File: config.mk
export PLATFORM = sky130hd
export DESIGN_NAME = hex_display_scanner_flat
export DESIGN_NICKNAME = d
export VERILOG_FILES = /design/src/rtl/hex_display_scanner_pkg.sv /design/src/rtl/hex_display_scanner_if.sv /design/src/rtl/hex_display_scanner_refresh_tick_gen.sv /design/src/rtl/hex_display_scanner.sv /design/src/flat_wrapper.sv
export SDC_FILE = /design/constraint.sdc
export NUM_CORES = 1
export LEC_CHECK = 0
export CAP_MARGIN = 20
export CORE_ASPECT_RATIO = 1.5
export CORE_UTILIZATION = 26
export DETAILED_ROUTE_END_ITERATION = 10
export SLEW_MARGIN = 20
export SYNTH_ARGS = -nofsm -noshare
export SYNTH_HDL_FRONTEND = slang
export SYNTH_SLANG_ARGS = --single-unit
File: constraint.sdc
create_clock -name clk -period 2.2 [get_ports clk]
set_clock_uncertainty 0.2 [all_clocks]
set_input_delay 0.33 -clock clk [delete_from_list [all_inputs] [get_ports clk]]
set_output_delay 0.33 -clock clk [all_outputs]
set_load 0.02 [all_outputs]
File: src/rtl/hex_display_scanner_pkg.sv
// Shared types and anode helper for the hex display scanner slice.
// Latency: none (types and a pure function only).
// Backpressure: not applicable.
package display_pkg;

    localparam int NUM_DIGITS = 4;

    typedef logic [1:0] digit_idx_t;
    typedef logic [3:0] nibble_t;

    // Active-low one-cold anode pattern for the given digit slot.
    function automatic logic [3:0] anode_for(digit_idx_t idx);
        logic [3:0] a;
        a      = 4'b1111;
        a[idx] = 1'b0;
        return a;
    endfunction

endpackage

File: src/rtl/hex_display_scanner_if.sv
// Load/value bus into the scanner and the multiplexed display outputs.
// Latency: wires only.
// Backpressure: none; load is always accepted.
interface hex_display_scanner_if;
    import display_pkg::*;

    logic [15:0] value;
    logic        load;
    nibble_t     nibble;
    logic [3:0]  an;
    logic        blank;
    logic        frame_done;
    logic        pending;

    modport master (
        output value, load,
        input  nibble, an, blank, frame_done, pending
    );

    modport slave (
        input  value, load,
        output nibble, an, blank, frame_done, pending
    );

endinterface

File: src/rtl/hex_display_scanner_refresh_tick_gen.sv
// Slot timer: asserts tick on the last cycle of every REFRESH_DIV-cycle slot.
// Latency: tick is decoded from the registered count, no input path.
// Backpressure: none; free-running.
module refresh_tick_gen #(
    parameter int unsigned REFRESH_DIV = 50000
) (
    input  logic clk,
    input  logic reset,
    output logic tick
);

    // One bit minimum so REFRESH_DIV = 1 still yields a legal counter.
    localparam int unsigned CW = (REFRESH_DIV > 1) ? $clog2(REFRESH_DIV) : 1;
    localparam logic [CW-1:0] LAST = CW'(REFRESH_DIV - 1);

    logic [CW-1:0] cnt;

    assign tick = (cnt == LAST);

    always_ff @(posedge clk or posedge reset) begin
        if (reset) begin
            cnt <= '0;
        end else if (tick) begin
            cnt <= '0;
        end else begin
            cnt <= cnt + CW'(1);
        end
    end

endmodule

File: src/rtl/hex_display_scanner.sv
// Scans a 16-bit result onto a 4-digit display; new values swap in at frame boundaries only.
// Latency: outputs are registered-state only; load shows after 1..4*REFRESH_DIV+1 cycles.
// Backpressure: none. Optional leading-zero blanking via HEX_DISPLAY_LZ_BLANK_EN.
module hex_display_scanner
    import display_pkg::*;
#(
    parameter int unsigned REFRESH_DIV = 50000
) (
    input  logic                  clk,
    input  logic                  reset,
    hex_display_scanner_if.slave  bus
);

    digit_idx_t  digit_idx;
    logic [15:0] shown;
    logic [15:0] pend_val;
    logic        pending_q;
    logic        tick;
    logic        boundary;
    logic        lz_blank;

    refresh_tick_gen #(
        .REFRESH_DIV (REFRESH_DIV)
    ) u_tick (
        .clk   (clk),
        .reset (reset),
        .tick  (tick)
    );

    assign boundary = tick && (digit_idx == 2'd3);

    // A load coinciding with the boundary lands in pend_val after the old
    // pending value has already moved to shown, so it waits one more frame.
    always_ff @(posedge clk or posedge reset) begin
        if (reset) begin
            digit_idx <= '0;
            shown     <= '0;
            pend_val  <= '0;
            pending_q <= 1'b0;
        end else begin
            if (tick) begin
                digit_idx <= digit_idx + 2'd1;
            end
            if (boundary && pending_q) begin
                shown <= pend_val;
            end
            if (bus.load) begin
                pend_val  <= bus.value;
                pending_q <= 1'b1;
            end else if (boundary) begin
                pending_q <= 1'b0;
            end
        end
    end

`ifdef HEX_DISPLAY_LZ_BLANK_EN
    // Digit 0 always lights so an all-zero result still reads "0".
    always_comb begin
        lz_blank = 1'b0;
        case (digit_idx)
            2'd1:    lz_blank = (shown[15:4]  == 12'h000);
            2'd2:    lz_blank = (shown[15:8]  == 8'h00);
            2'd3:    lz_blank = (shown[15:12] == 4'h0);
            default: lz_blank = 1'b0;
        endcase
    end
`else
    assign lz_blank = 1'b0;
`endif

    assign bus.nibble     = shown[{digit_idx, 2'b00} +: 4];
    assign bus.an         = lz_blank ? 4'b1111 : anode_for(digit_idx);
    assign bus.blank      = lz_blank;
    assign bus.frame_done = boundary;
    assign bus.pending    = pending_q;

endmodule

File: src/flat_wrapper.sv
// flat-port wrapper written by rule: the top's interface ports become plain ports
module hex_display_scanner_flat import display_pkg::*;
#(
    parameter int unsigned REFRESH_DIV = 50000
)
  (clk, reset, bus_value, bus_load, bus_nibble, bus_an, bus_blank, bus_frame_done, bus_pending);
  hex_display_scanner_if bus_i ();
  input  logic clk;
  input  logic reset;
  input wire logic [$bits(bus_i.value)-1:0] bus_value;
  input wire logic [$bits(bus_i.load)-1:0] bus_load;
  output wire logic [$bits(bus_i.nibble)-1:0] bus_nibble;
  output wire logic [$bits(bus_i.an)-1:0] bus_an;
  output wire logic [$bits(bus_i.blank)-1:0] bus_blank;
  output wire logic [$bits(bus_i.frame_done)-1:0] bus_frame_done;
  output wire logic [$bits(bus_i.pending)-1:0] bus_pending;
  assign bus_i.value = bus_value;
  assign bus_i.load = bus_load;
  assign bus_nibble = bus_i.nibble;
  assign bus_an = bus_i.an;
  assign bus_blank = bus_i.blank;
  assign bus_frame_done = bus_i.frame_done;
  assign bus_pending = bus_i.pending;
  hex_display_scanner #(.REFRESH_DIV(REFRESH_DIV)) u_core (.clk(clk), .reset(reset), .bus(bus_i));
endmodule
Word-level counts from Yosys, hierarchy flattened
Cells that the tools add are included.
- register bits: 51
- input bits: 19
- output and inout port bits: 11
- add/sub/neg operators: 2
- $lt $le $gt $ge: 2
- eq/ne operators: 2
- shift-type cells: 1
- muxes and demuxes: 5
- bitwise gates (word level): 1
- reduce and logical (&&, ||, !) cells: 4
- operators by type and width (operator ; number):
    16-bit by 1-bit adder with 16-bit output (second input constant) ; 1
    16-bit == test (second input constant) ; 1
    16-bit 2-to-1 mux ; 1
    16-bit by 5-bit indexed part select with 4-bit output ; 1
    4-bit inverter ; 1
    1-bit logical AND ; 3
    2-bit by 3-bit less-than comparator with 1-bit output (second input constant) ; 1
    1-bit 2-to-1 mux ; 3
    2-bit by 1-bit adder with 2-bit output (second input constant) ; 1
    1-bit demux with 2-bit select ; 1
    2-bit == test (second input constant) ; 1
    2-bit by 1-bit greater-or-equal comparator with 1-bit output (second input constant) ; 1
    2-bit nonzero test ; 1

Logic depth before layout (Yosys ltp)
Gate-level depths: netlist (run 1).
- word-level depth: 5
- gate-level depth with buffers: 6
- mapped depth without buffers: 5

Hierarchy
A second synthesis (run 1) with hierarchy kept.
- cells, all modules: 163
- area, all modules: 2284.7 um^2
- by module, submodules not included (module ; instances ; cells each ; area an instance (um^2)):
    hex_display_scanner ; 1 ; 95 ; 1527.7
    refresh_tick_gen ; 1 ; 68 ; 757.0

Worst setup path before layout (run 1)
Ideal clock, no wire load.
- path kind: register to register
- from: register u_core.u_tick.cnt[0]
- to: register u_core.shown[0]
- setup time: 0.125 ns
- arrival time: 1.581 ns
- data required time: 1.875 ns
- setup slack: 0.294 ns
- cell stages (with the launch flop): 7
- period minus slack after synthesis: 1.906 ns
- path through: dfrtp_1 -> ha_1 -> and3_1 -> nand4_2 -> nor2_4 -> buf_12 -> mux2_4
- word-level cells in the longest chain between the ends: 3
- RTL lines (what ; line ; RTL):
    from (decl) ; hex_display_scanner_refresh_tick_gen.sv:16 ; logic [CW-1:0] cnt;
    from (signal assigned) ; hex_display_scanner_refresh_tick_gen.sv:26 ; cnt <= cnt + CW'(1);
    16-bit == test ; hex_display_scanner_refresh_tick_gen.sv:18 ; assign tick = (cnt == LAST);
    1-bit logical AND ; hex_display_scanner.sv:30 ; assign boundary = tick && (digit_idx == 2'd3);
    1-bit logical AND ; hex_display_scanner.sv:44 ; if (boundary && pending_q) begin
    to (signal assigned) ; hex_display_scanner.sv:45 ; shown <= pend_val;
    to (decl) ; hex_display_scanner.sv:15 ; logic [15:0] shown;
No other way between the ends.
A chain may end at the register's enable or synchronous reset.

Final worst setup path (run 1)
- from: register u_core.digit_idx[0]
- to: output bus_nibble[0]
- word-level cells in the longest chain between the ends: 1
- RTL lines (what ; line ; RTL):
    from (decl) ; hex_display_scanner.sv:14 ; digit_idx_t digit_idx;
    from (signal assigned) ; hex_display_scanner.sv:42 ; digit_idx <= digit_idx + 2'd1;
    16-bit by 5-bit indexed part select with 4-bit output ; hex_display_scanner.sv:71 ; assign bus.nibble = shown[{digit_idx, 2'b00} +: 4];
    to (decl) ; flat_wrapper.sv:12 ; output wire logic [$bits(bus_i.nibble)-1:0] bus_nibble;
No other way between the ends.

==> results of run 1 <==
-- per-stage QoR --
step	hold slack (ns)	area (sq um)	utilization (%)	TNS [ns]	setup slack (ns)
after floorplan	0.239	2310	-	0	0.294
after global placement	0.270	2880	33.8	-0.0196	-0.0196
after detailed placement	0.291	2880	33.8	-0.0668	-0.0261
after CTS	0.215	3040	35.6	-0.00798	-0.00798
after global routing	0.252	3050	35.8	0	0.0100
final	0.192	3050	35.8	0	0.0751
-- where the power goes --
part           internal, uW  leakage, uW  switching [uW]
combinational          59.3     0.000668            38.0
clock                   455    0.0000741             328
sequential              967     0.000653            14.4
total                  1480      0.00140             380
-- worst register-to-register path, stage by stage, from the launching register on --
cell and delay (ns):
dfrtp_1 0.37, ha_2 0.19, and3_1 0.19, buf_4 0.13
nand4_2 0.12, nor2_4 0.14, buf_12 0.17, mux2_2 0.35
-- synthesized netlist by cell type --
cell type  number  area (sq um)
dfrtp_1        51          1280
mux2_2         22           248
nor2_1         11          41.3
mux2_4         10           150
inv_1           9          33.8
xnor2_1         9          78.8
nand2_1         8          30.0
nand4_1         6          37.5
ha_1            5          62.6
mux4_2          4          90.1
nand3_1         4          20.0
xor2_1          4          35.0
and4bb_2        2          25.0
clkbuf_1        2          7.51
mux2i_1         2          20.0
nand2b_1        2          12.5
nor3_1          2          10.0
a21o_1          1          7.51
and3_1          1          6.26
and4_2          1          10.0
buf_1           1          3.75
buf_12          1          20.0
buf_2           1          5.00
buf_4           1          7.51
conb_1          1          3.75
nand4_2         1          12.5
nor2_4          1          11.3
nor2b_1         1          6.26
nor4_1          1          6.26
nor4b_4         1          23.8
o21ai_0         1          5.00
-- cell type report --
class / instances / area (sq um) / share of cell area [%]
Timing Repair Buffer: 55 / 495 / 16.2
Tap cell: 107 / 134 / 4.39
Clock buffer: 7 / 143 / 4.68
Clock inverter: 1 / 8.76 / 0.287
Inverter: 9 / 33.8 / 1.11
Multi-Input combinational cell: 101 / 956 / 31.4
Sequential cell: 51 / 1280 / 41.9
-- flip-flops by register name (all words and copies together) (netlist names) --
name                count
u_core.shown           16
u_core.u_tick.cnt      16
u_core.digit_idx        2
u_core.pend_val        16
u_core.bus.pending      1
-- cells by family after synthesis --
family,Yosys count
multiplexers,38
AO/OA/AOI/OAI,2
adder cells (fa/ha/maj),5
XOR/XNOR,13
flip-flops,51
buffers and inverters,15
other,1
AND/OR/NAND/NOR,42
-- timing repair --
| item | 4_1_cts | 5_1_grt |
|---|---|---|
| resized for setup | 17 | 3 |
| hold buffers | 0 | 0 |
| setup endpoints to repair | 9 | 4 |
| pin swaps | 0 | 0 |
| buffers inserted | 2 | 2 |
-- per-layer routing --
metal	track usage, %	up-vias
met2	16.8	20
met1	12.4	719
met5	0	-
met3	2.88	7
met4	4.77	0
li1	-	684
-- path summary, 6_finish.rpt --
| kind | start | to |
|---|---|---|
| max | u_core.digit_idx[0] | bus_nibble[0] |
| min | reset | u_core.pend_val[15] |
| max reg2reg | u_core.u_tick.cnt[0] | u_core.shown[14] |
| min reg2reg | u_core.u_tick.cnt[15] | u_core.u_tick.cnt[15] |
| max in group asynchronous | reset | u_core.digit_idx[1] |
| min in group clk | u_core.u_tick.cnt[15] | u_core.u_tick.cnt[15] |
==> impl_results.md, run 1 <==
* Largest family of logic cells by synthesized area: multiplexers
* Min Tclk post-route at 2.12 ns
* Synth Warn # at 0
* Insertion delay to the later sink of the worst-skew pair at 0.29 ns
* Global-route wire length before repair at 7200 um
* Worst path top cell family by delay: multiplexers
* H-tree Lvls at 2
* Bufs and invs on worst path at 2
* DR vias at 1430
* CP peak stage delay at 0.48 ns
* Seq/Total Area, Yosys at 55.3%
* CTS Buf Count at 5
* IO buf count at 28
* Total track usage at 10.3%
* WL met1 at 1820 um
* Fin nets at 247
* HP Class: in2async
* VDD IR max at 0.000360 V
* Max layer used: met4
* Endpoint type of the worst setup path: output pin
* Synthesized area per cell at 13.8 sq um
* DP Cell Count at 319
* Post-synthesis mux area share at 22.0%
* Synth Area in Simple Gates at 11.0%
* Gate Count Post-Synth at 167
* FF-to-FF setup slack at 0.22 ns
* CTS tree: yes
* Met2 routed WL at 2220 um
* Initial Util at 27.1%
* Pleak at 0.00140 uW
* Crit path kind: reg2out
* Worst R2R Path Depth at 7
* Final GP Congestion at 0.761
* Final period util at 96.6%
* Startpoint Class: flip-flop
* RSZ-0062 raised after global routing: no
* Layout cell share with drive strength beyond 1 at 37.1%
* Setup violations, final at 0
* CP arrival at 1.59 ns
* Wire length per cell at 12.9 um
* Met3 wire length at 157 um
* Post-synth net total at 191
* Vias in the first global route at 1466
* Most common cell after layout, fill and taps aside: dfrtp_1
* DRC Markers at 0
* Power Dens Cells at 611 mW/mm^2
* Max-cap viol count at 0
* Filler cells at 857
* ANT nets after route at 0
* Layout area overhead at 32.2%
* Post-Layout Cell Count at 331
* CTS Sinks at 51
* Post-Synth XOR/XNOR Area at 4.93%
* Synth unique cells at 31
* Post-synthesis cell area at 0.00231 sq mm
* Width of the die at 78.9 um
* CTS clk-pin slew, worst paths at 0.06 ns
* Core area at 0.00852 sq mm
* Crit-path max FO at 5
* Routed vias/inst at 4.32
* # diodes at 0
* Clk buf depth at 2
* Drt initial violations at 43
* # rows at 41
* Fin. Hold Viols at 0
* CP max-delay cell: mux4_2
* Most frequent cells in the layout: 49 x dfrtp_1, 25 x buf_4, 22 x mux2_2, 19 x clkdlybuf4s50_1, 11 x nor2_1
* Design Power at 1860 uW
* Status: finished, final reports clean
* Overflow left after global routing at 0
* #FFs+latches synth at 51
* I/O pin count at 30
* Drt total wl at 4280 um
* Drt pass-1 iters at 4
* Max Freq at 471 MHz
* Initial antenna violation count at 0
* DIE AREA at 0.00926 sq mm
* Compound-cell area share of the yosys netlist at 0.542%
* Worst-path cell chain: buf_4, mux4_2, clkdlybuf4s15_2
* Stages on the worst setup path at 3
* Area share of fa/ha/maj cells after synthesis at 2.71%
* Slew Viols, Final at 0
* Clock root buffer: clkbuf_16
* Critical Path RT at 1.67 ns
* Dpl hpwl at 3020 um
* Largest net degree at the start of global routing at 52
* Die Ht at 117 um
(Power assumes the default switching activity.)
==> run 2, diff against run 1 <==
--- a/config.mk
+++ b/config.mk
@@ -9,6 +9,8 @@
 export CORE_ASPECT_RATIO = 1.5
 export CORE_UTILIZATION = 26
 export DETAILED_ROUTE_END_ITERATION = 10
+export PLACE_DENSITY = 0.51
+export SETUP_SLACK_MARGIN = 0.5
 export SLEW_MARGIN = 20
 export SYNTH_ARGS = -nofsm -noshare
 export SYNTH_HDL_FRONTEND = slang
==> impl_results.md, run 2 (synthesis gave the netlist of run 1 again) <==
* Status: finished, final reports clean
* Layout cell share with drive strength beyond 1 at 48.9% (+12 points)
* CP endpoint: bus_nibble[3]
* Final period util at 92.8% (-3.8 points)
* Pleak at 0.00149 uW (+6.7%)
* Total track usage at 11.1% (+0.79 points)
* Core area at 0.00852 sq mm (unchanged)
* Setup violations, final at 0 (unchanged)
* Min Tclk post-route at 2.04 ns (-0.0827 ns)
* FF-to-FF setup slack at 0.19 ns (-0.03 ns)
* CTS tree: yes
* Layout area overhead at 43.2%
* HP Class: in2async
* Finished Cell Area at 0.00330 sq mm (+8.3%)
* Largest net degree at the start of global routing at 52 (unchanged)
* DRC Markers at 0 (unchanged)
* Worst R2R End: u_core.shown[13]
* Initial antenna violation count at 0 (unchanged)
* Width of the die at 78.9 um (unchanged)
* Dpl hpwl at 3040 um (+0.56%)
* Drt pass-1 iters at 4 (unchanged)
* Crit path kind: reg2out
* VDD IR max at 0.000444 V (+23%)
* Final GP Congestion at 0.704 (-7.4%)
* CP peak stage delay at 0.51 ns (+0.03 ns)
* DIE AREA at 0.00926 sq mm (unchanged)
* # rows at 41 (unchanged)
* Drt initial violations at 32 (-26%)
* Critical Path RT at 1.67 ns (about the same)
* Final Core Density at 38.8% (+3.0 points)
* CTS Buf Count at 5 (unchanged)
* CTS clk-pin slew, worst paths at 0.07 ns (about the same)
* Clock root buffer: clkbuf_16
* Max Freq at 490 MHz (+4.0%)
* Power Dens Cells at 563 mW/mm^2 (-7.9%)
* Crit-path max FO at 6 (+1)
* Die Ht at 117 um (unchanged)
* Dpl cell area at 0.00287 sq mm (-0.13%)
* Max-cap viol count at 0 (unchanged)
* Clk buf depth at 2 (unchanged)
* RSZ-0062 raised after global routing: yes
* Setup total negative slack at 0 ns (unchanged)
* ANT nets after route at 0 (unchanged)
* Slew Viols, Final at 0 (unchanged)
* Worst R2R Path Depth at 8 (+1)
* IO buf count at 28 (unchanged)
* CTS Sinks at 51 (unchanged)
* CP arrival at 1.51 ns (-0.08 ns)
* Fin nets at 258 (+4.5%)
* Initial Util at 27.1% (unchanged)
* Startpoint Class: flip-flop
* Most frequent cells in the layout: 49 x dfrtp_1, 31 x buf_4, 18 x clkdlybuf4s50_1, 16 x mux2_4, 16 x mux2_2
* Filler cells at 846 (-1.3%)
* # diodes at 0 (unchanged)
* Vias in the first global route at 1549 (+5.7%)
* CP max-delay cell: mux4_2
* Wire length per cell at 13.6 um (+5.4%)
* DR vias at 1470 (+2.8%)
* Most common cell after layout, fill and taps aside: dfrtp_1
* Drt total wl at 4660 um (+8.9%)
* Fin. Hold Viols at 0 (unchanged)
* Endpoint type of the worst setup path: output pin
* Global-route wire length before repair at 7870 um (+9.4%)
* Biggest regs: u_core.pend_val (16), u_core.shown (16), u_core.u_tick.cnt (16)
* Routed vias/inst at 4.30 (-0.51%)
* Insertion delay to the later sink of the worst-skew pair at 0.29 ns (about the same)
* I/O pin count at 30 (unchanged)
* Worst-path cell chain: buf_4, mux4_2, buf_6
* Overflow left after global routing at 0 (unchanged)
* CP Launch Point: u_core.digit_idx[0]
* H-tree Lvls at 2 (unchanged)
* Worst reg2reg path startpoint: u_core.u_tick.cnt[1]
[run 2: changes by cell type in the layout (fill, tap and decap cells not counted), moves of 6 or more]
cell,previous run,this run
buf_6,0,11
mux2_2,22,16
mux2_4,10,16
buf_4,25,31
[run 2: repair_timing]
item,in CTS,in global routing
pin swaps,2,7
setup buffers,9,7
resized for setup,70,18
hold buffers,0,0
gates cloned,1,0
endpoints found under the setup margin,29,30
[run 2: per-layer routing]
| metal | part of all wire [%] | GRT usage [%] | vias to the layer above |
|---|---|---|---|
| met3 | 3.5 | 2.72 | 6 |
| met5 | 0 | 0 | - |
| met1 | 45 | 14.6 | 736 |
| li1 | - | - | 706 |
| met2 | 50 | 17.7 | 22 |
| met4 | 1.5 | 3.75 | 0 |
[run 2: critical path, delay by kind of cell (launching register included)]
kind     cells  cell delay [ns]
buf+inv      2             0.29
flops        1             0.43
mux          1             0.51
[run 2: power by group]
part	switching (uW)	total, uW	internal [uW]
Combinational	37.0	96.6	59.7
Clock	352	780	428
Sequential	14.7	981	967
Total	404	1860	1450
[run 2: how the worst min path moves through the flow]
stage / start / endpoint / slack [ns] / cells past startpoint
final: reset / u_core.pend_val[1] / 0.25 / 3
after global placement: u_core.u_tick.cnt[15] / u_core.u_tick.cnt[15] / 0.27 / 1
after CTS: reset / u_core.pend_val[9] / 0.28 / 3
after global routing: reset / u_core.pend_val[5] / 0.30 / 3
after detailed placement: u_core.u_tick.cnt[15] / u_core.u_tick.cnt[15] / 0.27 / 1
after floorplan: reset / u_core.bus.pending / 0.18 / 1
[run 2: area by class of cell]
class,instances,area (sq um),share of cell area (%)
timing repair buffer,66,633,19.2
clock inverter,3,22.5,0.682
sequential,51,1280,38.7
multi-input combinational,101,1070,32.3
inverter,9,42.5,1.29
clock buffer,5,125,3.79
tap,107,134,4.05
[run 2: per-stage QoR]
step / hold slack (ns) / setup slack (ns) / cells / total power (uW)
finish: 0.254 / 0.158 / 342 / 1860
global route: 0.300 / 0.0799 / 342 / 1940
CTS: 0.282 / 0.146 / 335 / 1890
detailed placement: 0.274 / -0.0504 / 317 / 1100
global placement: 0.273 / -0.0440 / 317 / 1100
floorplan: 0.179 / 0.343 / 167 / 1050
